[src/rtl/masked_share_encoder_if.sv]
// Handshake and share bus between a plaintext producer and the masked share encoder.
// The master side presents operand pairs and consumes share tuples; the slave side is the encoder.
interface masked_share_encoder_if;
    logic       in_valid;
    logic       in_ready;
    logic       i_A;
    logic       i_B;
    logic       o_valid;
    logic       o_ready;
    logic       o_A0;
    logic       o_A1;
    logic       o_B0;
    logic       o_B1;
    logic       o_r0;
    logic [7:0] o_count;

    modport master (
        output in_valid, i_A, i_B, o_ready,
        input  in_ready, o_valid, o_A0, o_A1, o_B0, o_B1, o_r0, o_count
    );

    modport slave (
        input  in_valid, i_A, i_B, o_ready,
        output in_ready, o_valid, o_A0, o_A1, o_B0, o_B1, o_r0, o_count
    );
endinterface

[src/rtl/masked_share_encoder.sv]
// Two-share Boolean masking of plaintext bits A and B plus one fresh mask bit, with
// masks drawn from a free-running reseedable 16-bit Fibonacci LFSR; all shares are registered.
module masked_share_encoder #(
    parameter int unsigned          LFSR_W = 16,
    parameter logic [LFSR_W-1:0]    SEED   = 16'hACE1
) (
    input  logic              clk,
    input  logic              rst_n,
    input  logic              seed_load,
    input  logic [LFSR_W-1:0] seed_in,
    masked_share_encoder_if.slave bus
);

    typedef enum logic {
        EMPTY = 1'b0,
        FULL  = 1'b1
    } state_t;

    state_t            state;
    state_t            state_next;
    logic [LFSR_W-1:0] lfsr;
    logic [LFSR_W-1:0] lfsr_next;
    logic              feedback;
    logic              ready;
    logic              accept;
    logic              share_a0;
    logic              share_a1;
    logic              share_b0;
    logic              share_b1;
    logic              share_r0;
    logic [7:0]        count;

    // Taps for x^16+x^14+x^13+x^11+1; an all-zero seed would lock the register, so SEED replaces it.
    always_comb begin
        feedback  = lfsr[15] ^ lfsr[13] ^ lfsr[12] ^ lfsr[10];
        lfsr_next = {lfsr[LFSR_W-2:0], feedback};
        if (seed_load) begin
            lfsr_next = (seed_in == '0) ? SEED : seed_in;
        end
    end

    always_ff @(posedge clk or negedge rst_n) begin
        if (!rst_n) begin
            lfsr <= SEED;
        end else begin
            lfsr <= lfsr_next;
        end
    end

    // Ready gated by rst_n so it reads low throughout reset; a reseed cycle never accepts.
    always_comb begin
        state_next = state;
        ready      = rst_n && !seed_load && ((state == EMPTY) || bus.o_ready);
        accept     = bus.in_valid && ready;
        case (state)
            EMPTY: begin
                if (accept) begin
                    state_next = FULL;
                end
            end
            FULL: begin
                if (accept) begin
                    state_next = FULL;
                end else if (bus.o_ready) begin
                    state_next = EMPTY;
                end
            end
            default: state_next = EMPTY;
        endcase
    end

    always_ff @(posedge clk or negedge rst_n) begin
        if (!rst_n) begin
            state <= EMPTY;
        end else begin
            state <= state_next;
        end
    end

    // Plaintext bits only ever reach a flop already XORed with a mask bit.
    always_ff @(posedge clk or negedge rst_n) begin
        if (!rst_n) begin
            share_a0 <= 1'b0;
            share_a1 <= 1'b0;
            share_b0 <= 1'b0;
            share_b1 <= 1'b0;
            share_r0 <= 1'b0;
            count    <= '0;
        end else if (accept) begin
            share_a0 <= bus.i_A ^ lfsr[0];
            share_a1 <= lfsr[0];
            share_b0 <= bus.i_B ^ lfsr[1];
            share_b1 <= lfsr[1];
            share_r0 <= lfsr[2];
            count    <= count + 8'd1;
        end
    end

    assign bus.in_ready = ready;
    assign bus.o_valid  = (state == FULL);
    assign bus.o_A0     = share_a0;
    assign bus.o_A1     = share_a1;
    assign bus.o_B0     = share_b0;
    assign bus.o_B1     = share_b1;
    assign bus.o_r0     = share_r0;
    assign bus.o_count  = count;

endmodule
[src/flat_wrapper.sv]
// flat-port wrapper written by rule: the top's interface ports become plain ports
module masked_share_encoder_flat 
#(
    parameter int unsigned          LFSR_W = 16,
    parameter logic [LFSR_W-1:0]    SEED   = 16'hACE1
)
  (clk, rst_n, seed_load, seed_in, bus_in_valid, bus_i_A, bus_i_B, bus_o_ready, bus_in_ready, bus_o_valid, bus_o_A0, bus_o_A1, bus_o_B0, bus_o_B1, bus_o_r0, bus_o_count);
  masked_share_encoder_if bus_i ();
  input  logic clk;
  input  logic rst_n;
  input  logic seed_load;
  input  logic [LFSR_W-1:0] seed_in;
  input wire logic [$bits(bus_i.in_valid)-1:0] bus_in_valid;
  input wire logic [$bits(bus_i.i_A)-1:0] bus_i_A;
  input wire logic [$bits(bus_i.i_B)-1:0] bus_i_B;
  input wire logic [$bits(bus_i.o_ready)-1:0] bus_o_ready;
  output wire logic [$bits(bus_i.in_ready)-1:0] bus_in_ready;
  output wire logic [$bits(bus_i.o_valid)-1:0] bus_o_valid;
  output wire logic [$bits(bus_i.o_A0)-1:0] bus_o_A0;
  output wire logic [$bits(bus_i.o_A1)-1:0] bus_o_A1;
  output wire logic [$bits(bus_i.o_B0)-1:0] bus_o_B0;
  output wire logic [$bits(bus_i.o_B1)-1:0] bus_o_B1;
  output wire logic [$bits(bus_i.o_r0)-1:0] bus_o_r0;
  output wire logic [$bits(bus_i.o_count)-1:0] bus_o_count;
  assign bus_i.in_valid = bus_in_valid;
  assign bus_i.i_A = bus_i_A;
  assign bus_i.i_B = bus_i_B;
  assign bus_i.o_ready = bus_o_ready;
  assign bus_in_ready = bus_i.in_ready;
  assign bus_o_valid = bus_i.o_valid;
  assign bus_o_A0 = bus_i.o_A0;
  assign bus_o_A1 = bus_i.o_A1;
  assign bus_o_B0 = bus_i.o_B0;
  assign bus_o_B1 = bus_i.o_B1;
  assign bus_o_r0 = bus_i.o_r0;
  assign bus_o_count = bus_i.o_count;
  masked_share_encoder #(.LFSR_W(LFSR_W), .SEED(SEED)) u_core (.clk(clk), .rst_n(rst_n), .seed_load(seed_load), .seed_in(seed_in), .bus(bus_i));
endmodule
[config.mk]
export PLATFORM = sky130hd
export DESIGN_NAME = masked_share_encoder_flat
export DESIGN_NICKNAME = d
export VERILOG_FILES = /design/src/rtl/masked_share_encoder_if.sv /design/src/rtl/masked_share_encoder.sv /design/src/flat_wrapper.sv
export SDC_FILE = /design/constraint.sdc
export NUM_CORES = 1
export LEC_CHECK = 0
export CELL_PAD_IN_SITES_DETAIL_PLACEMENT = 1
export CELL_PAD_IN_SITES_GLOBAL_PLACEMENT = 2
export CORE_MARGIN = 5
export CORE_UTILIZATION = 30
export DETAILED_ROUTE_END_ITERATION = 10
export PLACE_DENSITY = 0.8
export SLEW_MARGIN = 20
export SYNTH_ARGS = -nofsm -noshare
export SYNTH_HDL_FRONTEND = slang
export SYNTH_SLANG_ARGS = --single-unit
[constraint.sdc]
create_clock -name clk -period 1.6 [get_ports clk]
set_input_delay 0.24 -clock clk [delete_from_list [all_inputs] [get_ports clk]]
set_output_delay 0.24 -clock clk [all_outputs]
set_load 0.02 [all_outputs]
-- Yosys cells after proc, flatten, opt, wreduce, memory -nomap -nowiden
Index checks and enable logic that the tools add are counted.
- flip-flop bits (word level): 30
- logic and storage cells: 27
- bits of input ports: 23
- $add $sub $neg: 1
- reductions and logical operators: 6
- muxes and demuxes: 6
- bitwise gates (word level): 6
- operator list (cell ; count):
    2-to-1 mux 16 bit ; 2
    zero test 16 bit ; 1
    adder 8 x 1 -> 8 bit, second input constant ; 1
    XOR 1 bit ; 5
    logical AND 1 bit ; 3
    2-to-1 mux 1 bit ; 3
    one-hot mux 1 bit (2 select lines) ; 1
    zero test 1 bit ; 1
    logical OR 1 bit ; 1
    inverter 1 bit ; 1

-- Depth between registers and ports, before layout
Gate-level depths: netlist of run 1.
- word-level depth: 6
- gate-level depth with buffers: 6

-- Least setup slack after synthesis of run 1
OpenSTA, ideal clock, no wires.
- kind: register to register
- from: register u_core.state (netlist: u_core.bus.o_valid)
- to: register u_core.state (netlist: u_core.bus.o_valid)
- data arrival time: 1.371 ns
- setup slack: 0.101 ns
- cell stages (with the launch flop): 6
- buffers on the path: 2
- required time: 1.473 ns
- path through: dfrtp_1 nor2b_1 and4bb_1 buf_4 buf_6 or2_2
- cells in the longest elaborated chain, start to end: 6
- RTL lines (item ; RTL line ; text):
    start, declared ; masked_share_encoder.sv:19 ; state_t state;
    start signal, assigned ; masked_share_encoder.sv:76 ; state <= state_next;
    inverter 1 bit ; masked_share_encoder.sv:53, masked_share_encoder.sv:55 ;
    logical OR 1 bit ; masked_share_encoder.sv:53 ; ready = rst_n && !seed_load && ((state == EMPTY) || bus.o_ready);
    logical AND 1 bit ; masked_share_encoder.sv:53 ;
    logical AND 1 bit ; masked_share_encoder.sv:54 ; accept = bus.in_valid && ready;
    2-to-1 mux 1 bit, on equally long branches ; masked_share_encoder.sv:62, masked_share_encoder.sv:57 ;
    one-hot mux 1 bit (2 select lines) (*) ; masked_share_encoder.sv:55 ; case (state)
    via u_core.state_next ; masked_share_encoder.sv:20 ; state_t state_next;
Mark *: on every way through the listed nets, which the timed path passes. The rest lies on a longest branch.
A chain may end at the register's enable or synchronous reset.

-- Final worst setup path of run 1
- from: register u_core.count[5] (netlist: u_core.bus.o_count[5])
- to: output port bus_o_count[5]
- RTL lines (item ; RTL line ; text):
    start, declared ; masked_share_encoder.sv:31 ; logic [7:0] count;
    start signal, assigned ; masked_share_encoder.sv:95 ; count <= count + 8'd1;
    end, declared ; flat_wrapper.sv:24 ; output wire logic [$bits(bus_i.o_count)-1:0] bus_o_count;
No word-level cell between the ends.

==> metrics.md, run 1 <==
| Metric | Value |
|---|---|
| Synth Instances | 90 |
| Delay of the slowest critical-path stage | around 630 ps |
| Synth Register Bits | 30 |
| Area share of the largest cell type after synthesis | 0.441 |
| Max H-tree Level | 2 |
| Port bufs | 37 |
| Rel. slew slack | 0.760 |
| Max Cap Violations | 0 |
| Hold crit path type | primary input to async pin |
| Post-synth top cells | dfrtp_1 (22), mux2_2 (12), xnor2_1 (10) |
| Total global routing overflow | 0 |
| DRC errors left | 0 |
| Non-Filler Instances | between 150 and 200 |
| Clock skew | 5.92 ps |
| Crit start category | flop |
| Max-slew violation total from the final report | 0 |
| Distinct cell type count after synthesis | 21 |
| Final hold slack | 136 ps |
| CTS tree | built |
| Setup TNS | 0 ps |
| Data required, critical path | 1360 ps |
| Synthesized area | 0.00125 sq mm |
| Post-detailed-route wirelength per cell | 15.4 um |
| CP Max Fanout | 4 |
| Via-per-instance ratio | 4.80 |
| Top area cells in the synthesized netlist | dfrtp_1 (44%), dfstp_2 (17%), mux2_2 (11%) |
| # setup viols final | 0 |
| CP bufs+invs | 1 |
| RSZ-0062 raised after global routing | no |
| Most common cell in the netlist | dfrtp_1 |
| Die width | 74.5 um |
| Initial DRC Count | 17 |
| Hold Buf Count CTS | 0 |
| Fin. Hold Viols | 0 |
| Critical path cell sequence | clkdlybuf4s50_1 |
| CP top delay family | buffers and inverters |
| Clock slew at reported path FFs | 60 ps |
| Die height | 74.5 um |
| VDD IR-drop max | 0.000404 V |
| Post-synthesis sequential area ratio | 0.610 |
| P per Cell Area | 1270 mW/mm^2 |
| Clk buf depth | 2 |
| Fin crit share | 0.975 |
| Vias in the first global route | 950 |
| Largest net degree at the start of global routing | 30 |
| Nets@finish | 157 |
| DR vias | 883 |
| Post-synth EDFFs | 0 |
| Clk_lat worst skew | around 280 ps |
| HPWL after detailed placement | 2.17 mm |
| DIE AREA | 0.00555 sq mm |
| Initial antenna violation count | 0 |
| Asr flop ratio synth | 1.00 |
| Antenna cells | 0 |
| Cells after DPL | ~180 |
| Outcome | finished, final reports clean |
| Final wirelength | 2.83 mm |
| Num rows | 23 |
| Dpl ws | -261 ps |
| CTS Buf Count | 5 |
| GRT Overall Usage | 0.112 |
| Crit path kind | flop to primary output |
| Post-CTS Setup Bufs | 0 |
| Worst slew pin tran | 360 ps |
| DRT Pass-1 Iters | 2 |
| Synth area leader | dfrtp_1 |
| Synthesis warning total | 0 |
| Area Growth Syn to Fin | 41.3% |
| Clock Tree Root | clkbuf_8 |
| CP endpoint kind | primary output |
| CORE AREA | 0.00403 sq mm |
| Critical path's slowest cell | clkdlybuf4s50_1 |
| Ys flop type | dfrtp_1 |
| Final ANT Viol Nets | 0 |
| Pleak | ~0.73 nW |
| Global placer's final weighted congestion | approximately 0.8 |
| F_max | 641 MHz |
| WP data arrival | 1320 ps |
| Tmin final | 1560 ps |
| Setup WS post-layout | 39.7 ps |
| First-pass GRT wire length | 4.55 mm |
| I/O pin count | 38 |
| Clock sink count | 30 |
| Synth Net Count | 114 |
| Initial Utilization | 0.310 |
| Share of post-route cells with drive strength above 1 | 0.239 |
| Avg Cell Area, Syn | between 10 and 15 sq um |
==> routing by layer <==
metal  part of all wire  global-route usage
met1               0.45               0.142
met2               0.45               0.167
met3              0.086              0.0500
met4              0.017              0.0474
met5                  0                   0
==> state kept, by name, summed over array words and instances (netlist names) <==
register,count
u_core.bus.o_B1,1
u_core.bus.o_count,8
u_core.bus.o_valid,1
u_core.lfsr,16
u_core.bus.o_r0,1
u_core.bus.o_A1,1
u_core.bus.o_B0,1
u_core.bus.o_A0,1
==> power breakdown <==
| part | leakage (nW) | internal [W] | total [W] | switching, W |
|---|---|---|---|---|
| Clock | 0.0455 | 0.000350 | 0.000621 | 0.000271 |
| Combinational | 0.338 | 0.000321 | 0.000592 | 0.000271 |
| Sequential | 0.351 | 0.000910 | 0.00102 | 0.000114 |
| Total | 0.734 | 0.00158 | 0.00224 | 0.000655 |
==> repair_timing <==
| item | in CTS | in global routing |
|---|---|---|
| pin swaps | 0 | 0 |
| resized for setup | 5 | 4 |
| endpoints found under the setup margin | 7 | 3 |
==> cell usage in the layout, fill, tap and decap left out, drive strengths merged, types with 4 or more instances in the layout <==
master,synthesis,final
dfrtp,22,22
clkdlybuf4s50,0,32
clkbuf,1,9
o22a,8,8
dfstp,8,8
xnor2,10,10
mux2,12,12
nor4,4,4
nand4,5,5
==> final timing paths <==
kind	from	cells after the start	end	slack (ps)
setup / recovery	u_core.bus.o_count[5]$_DFFE_PN0P_	1	bus_o_count[5]	40
hold / removal	rst_n	1	u_core.bus.o_valid$_DFF_PN0_	140
setup reg to reg	u_core.bus.o_valid$_DFF_PN0_	3	u_core.bus.o_B1$_DFFE_PN0P_	90
hold reg to reg	u_core.lfsr[3]$_DFF_PN0_	1	u_core.lfsr[4]$_DFF_PN0_	480
max in group asynchronous	rst_n	2	u_core.lfsr[5]$_DFF_PN1_	840
min in group clk	u_core.lfsr[3]$_DFF_PN0_	1	u_core.lfsr[4]$_DFF_PN0_	480
==> metrics by stage <==
| stage | instance area, sq um | utilization | total power, W |
|---|---|---|---|
| 6_report | 1760 | 0.438 | 0.00224 |
| 5_1_grt | 1760 | 0.438 | 0.00236 |
| 4_1_cts | 1760 | 0.438 | 0.00229 |
| 3_5_place_dp | 1680 | 0.416 | 0.00166 |
| 3_3_place_gp | 1680 | 0.416 | 0.00164 |
| 2_1_floorplan | 1250 | - | 0.00132 |
==> cell families after synthesis <==
kind of cell / synth area share
xor gates and xnor gates: 0.0843
DFF: 0.610
muxes: 0.108
and+or+nand+nor: 0.101
adders and majority gates: 0.0100
AOI/OAI and AO/OA: 0.0642
buffers and inverters: 0.0221
==> final cells by class <==
class                      count  area, sq um
clock buffer                   8         90.1
fill                         430         2270
multi-input combinational     56          459
sequential                    30          761
tap                           50         62.6
timing repair buffer          40          390
No activity file was read; power rests on OpenSTA's default activity.
==> inputs of run 2 (changes only) <==
--- a/config.mk
+++ b/config.mk
@@ -11,7 +11,6 @@
 export CORE_UTILIZATION = 30
 export DETAILED_ROUTE_END_ITERATION = 10
 export PLACE_DENSITY = 0.8
-export SLEW_MARGIN = 20
 export SYNTH_ARGS = -nofsm -noshare
 export SYNTH_HDL_FRONTEND = slang
 export SYNTH_SLANG_ARGS = --single-unit
==> results of run 2 <==
Same layout as run 1: the final DEF is identical, and so are final timing and power.
==> inputs of run 3 (changes only) <==
--- a/config.mk
+++ b/config.mk
@@ -8,9 +8,10 @@
 export CELL_PAD_IN_SITES_DETAIL_PLACEMENT = 1
 export CELL_PAD_IN_SITES_GLOBAL_PLACEMENT = 2
 export CORE_MARGIN = 5
-export CORE_UTILIZATION = 30
+export CORE_UTILIZATION = 27
 export DETAILED_ROUTE_END_ITERATION = 10
-export PLACE_DENSITY = 0.8
+export MAX_ROUTING_LAYER = met4
+export PLACE_DENSITY = 0.76
 export SYNTH_ARGS = -nofsm -noshare
 export SYNTH_HDL_FRONTEND = slang
 export SYNTH_SLANG_ARGS = --single-unit
==> constraint.sdc (replaced) <==
create_clock -name clk -period 1.3 [get_ports clk]
set_input_delay 0.195 -clock clk [delete_from_list [all_inputs] [get_ports clk]]
set_output_delay 0.195 -clock clk [all_outputs]
set_load 0.02 [all_outputs]
==> run 3 against run 2 <==
Die area up 9.6%; non-clock buffer count rose by 18; sequential power increased by 22%; the flow now finishes with violations (negative setup slack); utilization rose by 2.0 points; clock power is 39% higher; global-route usage increased by 0.72 points; hold slack gained 180 ps; first-iteration DRC count decreased by 76%.
==> metrics.md, run 3 (synthesis gave the netlist of run 1 again) <==
| Metric | Value |
|---|---|
| P per Cell Area | 1480 mW/mm^2 (was 1270 mW/mm^2) |
| Tmin final | roughly 1400 ps |
| Cells after DPL | 193 (was 176) |
| RSZ-0062 raised after global routing | yes (was no) |
| CTS Buf Count | 5 (unchanged) |
| P_int | 0.00211 W (was 0.00158 W) |
| Post-detailed-route wirelength per cell | 16.2 um (was 15.4 um) |
| Clock slew at reported path FFs | 60 ps (about the same) |
| CP Max Fanout | 5 (was 4) |
| DRT Pass-1 Iters | 4 (was 2) |
| # setup viols final | 15 (was 0) |
| HPWL after detailed placement | 2.44 mm (was 2.17 mm) |
| Hold path start | seed_in[13] |
| Critical path origin | rst_n (was u_core.bus.o_count[5]$_DFFE_PN0P_) |
| Port bufs | 37 (unchanged) |
| Worst slew pin tran | 367 ps (was 360 ps) |
| CP endpoint kind | primary output (unchanged) |
| Vias in the first global route | 1147 (was 950) |
| VDD IR-drop max | 0.000424 V (was 0.000404 V) |
| RR Endpoint | u_core.bus.o_count[5]$_DFFE_PN0P_ (was u_core.bus.o_B1$_DFFE_PN0P_) |
| Combinational share of power | 0.295 (was 0.265) |
| Initial Utilization | 0.283 (was 0.310) |
| Final wirelength | 3.32 mm (was 2.83 mm) |
| Hold crit path type | primary input to flop (was primary input to async pin) |
| CORE AREA | 0.00441 sq mm (was 0.00403 sq mm) |
| Number of flip-flops in the largest register | 16 (unchanged) |
| Cells on Worst Hold Path | 3 |
| Clock skew | 3.98 ps (was 5.92 ps) |
| Initial antenna violation count | 0 (unchanged) |
| Final ANT Viol Nets | 0 (unchanged) |
| Hold Buf Count CTS | 0 (unchanged) |
| Clk buf depth | 2 (unchanged) |
| DRC errors left | 0 (unchanged) |
| Max H-tree Level | 2 (unchanged) |
| DIE AREA | 0.00608 sq mm (was 0.00555 sq mm) |
| Clock sink count | 30 (unchanged) |
| Antenna cells | 0 (unchanged) |
| WP data arrival | 1200 ps (was 1320 ps) |
| Launch point of the worst reg-to-reg path | u_core.bus.o_valid$_DFF_PN0_ (unchanged) |
| Area Growth Syn to Fin | 61.9% (was 41.3%) |
| Switching Power | 0.000877 W (was 0.000655 W) |
| Max Cap Violations | 0 (unchanged) |
| I/O pin count | 38 (unchanged) |
| CTS tree | built (unchanged) |
| F_max | about 720 MHz |
| Die height | 78.0 um (was 74.5 um) |
| Data required, critical path | 1110 ps (was 1360 ps) |
| Failing checks | negative setup slack |
| Via-per-instance ratio | 4.76 (was 4.80) |
| Setup WS post-layout | -92.0 ps (was 39.7 ps) |
| Share of post-route cells with drive strength above 1 | 0.431 (was 0.239) |
| Sw frac | 0.293 (about the same) |
| Max-slew violation total from the final report | 0 (unchanged) |
| Sequential group share of total power | 0.416 (was 0.458) |
| Die width | 78.0 um (was 74.5 um) |
| Total global routing overflow | 0 (unchanged) |
| Outcome | finished, violations left (was finished, final reports clean) |
| Nets@finish | 176 (was 157) |
| Hold path endpoint | u_core.lfsr[13]$_DFF_PN1_ |
| Initial DRC Count | 4 (was 17) |
| Clk_lat worst skew | 270 ps (was 280 ps) |
| Non-Filler Instances | 205 (was 184) |
| Crit start category | primary input (was flop) |
| Commonest non-fill, non-tap cell in the layout | dfrtp_1 (was clkdlybuf4s50_1) |
| Final Power | 0.00299 W (was 0.00224 W) |
| Most flops, register | u_core.lfsr (unchanged) |
| Global placer's final weighted congestion | 0.747 (was 0.777) |
| Rel. slew slack | 0.756 (was 0.760) |
| Most frequent cells in the layout | dfrtp_1 (21), clkdlybuf4s50_1 (19), buf_4 (17) (was clkdlybuf4s50_1 (32), dfrtp_1 (22), mux2_2 (12)) |
| Clock Tree Root | clkbuf_8 (unchanged) |
| GRT Overall Usage | 0.119 (was 0.112) |
| Layout fillers | 459 (was 430) |
| Num rows | 24 (was 23) |
| Largest net degree at the start of global routing | 30 (unchanged) |
| R2R setup slack | -70 ps (was 90 ps) |
| First-pass GRT wire length | 5.66 mm (was 4.55 mm) |
| Crit path kind | primary input to primary output (was flop to primary output) |
| Final hold slack | 314 ps (was 136 ps) |
| Clock Power Share | 0.289 (was 0.278) |
| Fin crit share | 1.07 |
| Final Core Density | 0.457 (was 0.438) |
| Fin. Hold Viols | 0 (unchanged) |
| FF-to-FF path depth | 5 (was 3) |
| DR vias | 975 (was 883) |
| Pleak | 0.898 nW (was 0.734 nW) |
==> run 3: stage by stage <==
stage / setup TNS [ps] / area (sq um) / worst slack [ps]
2_1_floorplan: -792 / 1260 / -133
3_3_place_gp: -10660 / 1800 / -548
3_5_place_dp: -11500 / 1800 / -597
4_1_cts: -1150 / 1960 / -103
5_1_grt: -1210 / 2020 / -132
6_report: -665 / 2020 / -92.0
==> run 3: area by class of cell <==
type	instances	area (sq um)	area share
Timing Repair Buffer	58	524	0.260
Tap cell	52	65.1	0.0322
Clock buffer	8	110	0.0545
Multi-Input combinational cell	57	558	0.276
Sequential cell	30	762	0.377
==> run 3: power by group through the flow <==
stage	clock network [W]	registers (W)	logic, W
after global routing	0.000944	0.00127	0.000945
final	0.000864	0.00124	0.000882
after floorplan	0	0.00139	0.000247
after CTS	0.000899	0.00124	0.000846
after global placement	0	0.00124	0.000850
after detailed placement	0	0.00126	0.000884
==> run 3: what timing repair did <==
item / 4_1_cts / 5_1_grt
endpoints found under the setup margin: 37 / 23
setup buffers: 3 / 0
gates cloned: 1 / 0
pin swaps: 12 / 8
gates resized for setup: 32 / 14
==> run 3: layer usage <==
layer | up-vias | share of wire | GRT usage
met2 | 35 | 0.50 | 0.192
met1 | 487 | 0.44 | 0.142
li1 | 453 | - | -
met4 | 0 | 0 | 0.0270
met5 | - | 0 | -
met3 | 0 | 0.054 | 0.0463
==> run 3: worst max path at each step <==
stage	endpoint	slack [ps]	cells after the start
final	bus_in_ready	-90	3
after global routing	u_core.bus.o_count[5]$_DFFE_PN0P_	-130	5
after CTS	u_core.bus.o_count[1]$_DFFE_PN0P_	-100	3
after detailed placement	u_core.bus.o_B1$_DFFE_PN0P_	-600	4
after global placement	u_core.bus.o_r0$_DFFE_PN0P_	-550	4
after floorplan	u_core.bus.o_count[4]$_DFFE_PN0P_	-130	6
==> run 3: worst max-delay path: stages <==
cell and delay (ps):
clkdlybuf4s50_1 590, nor3b_1 210, buf_2 190
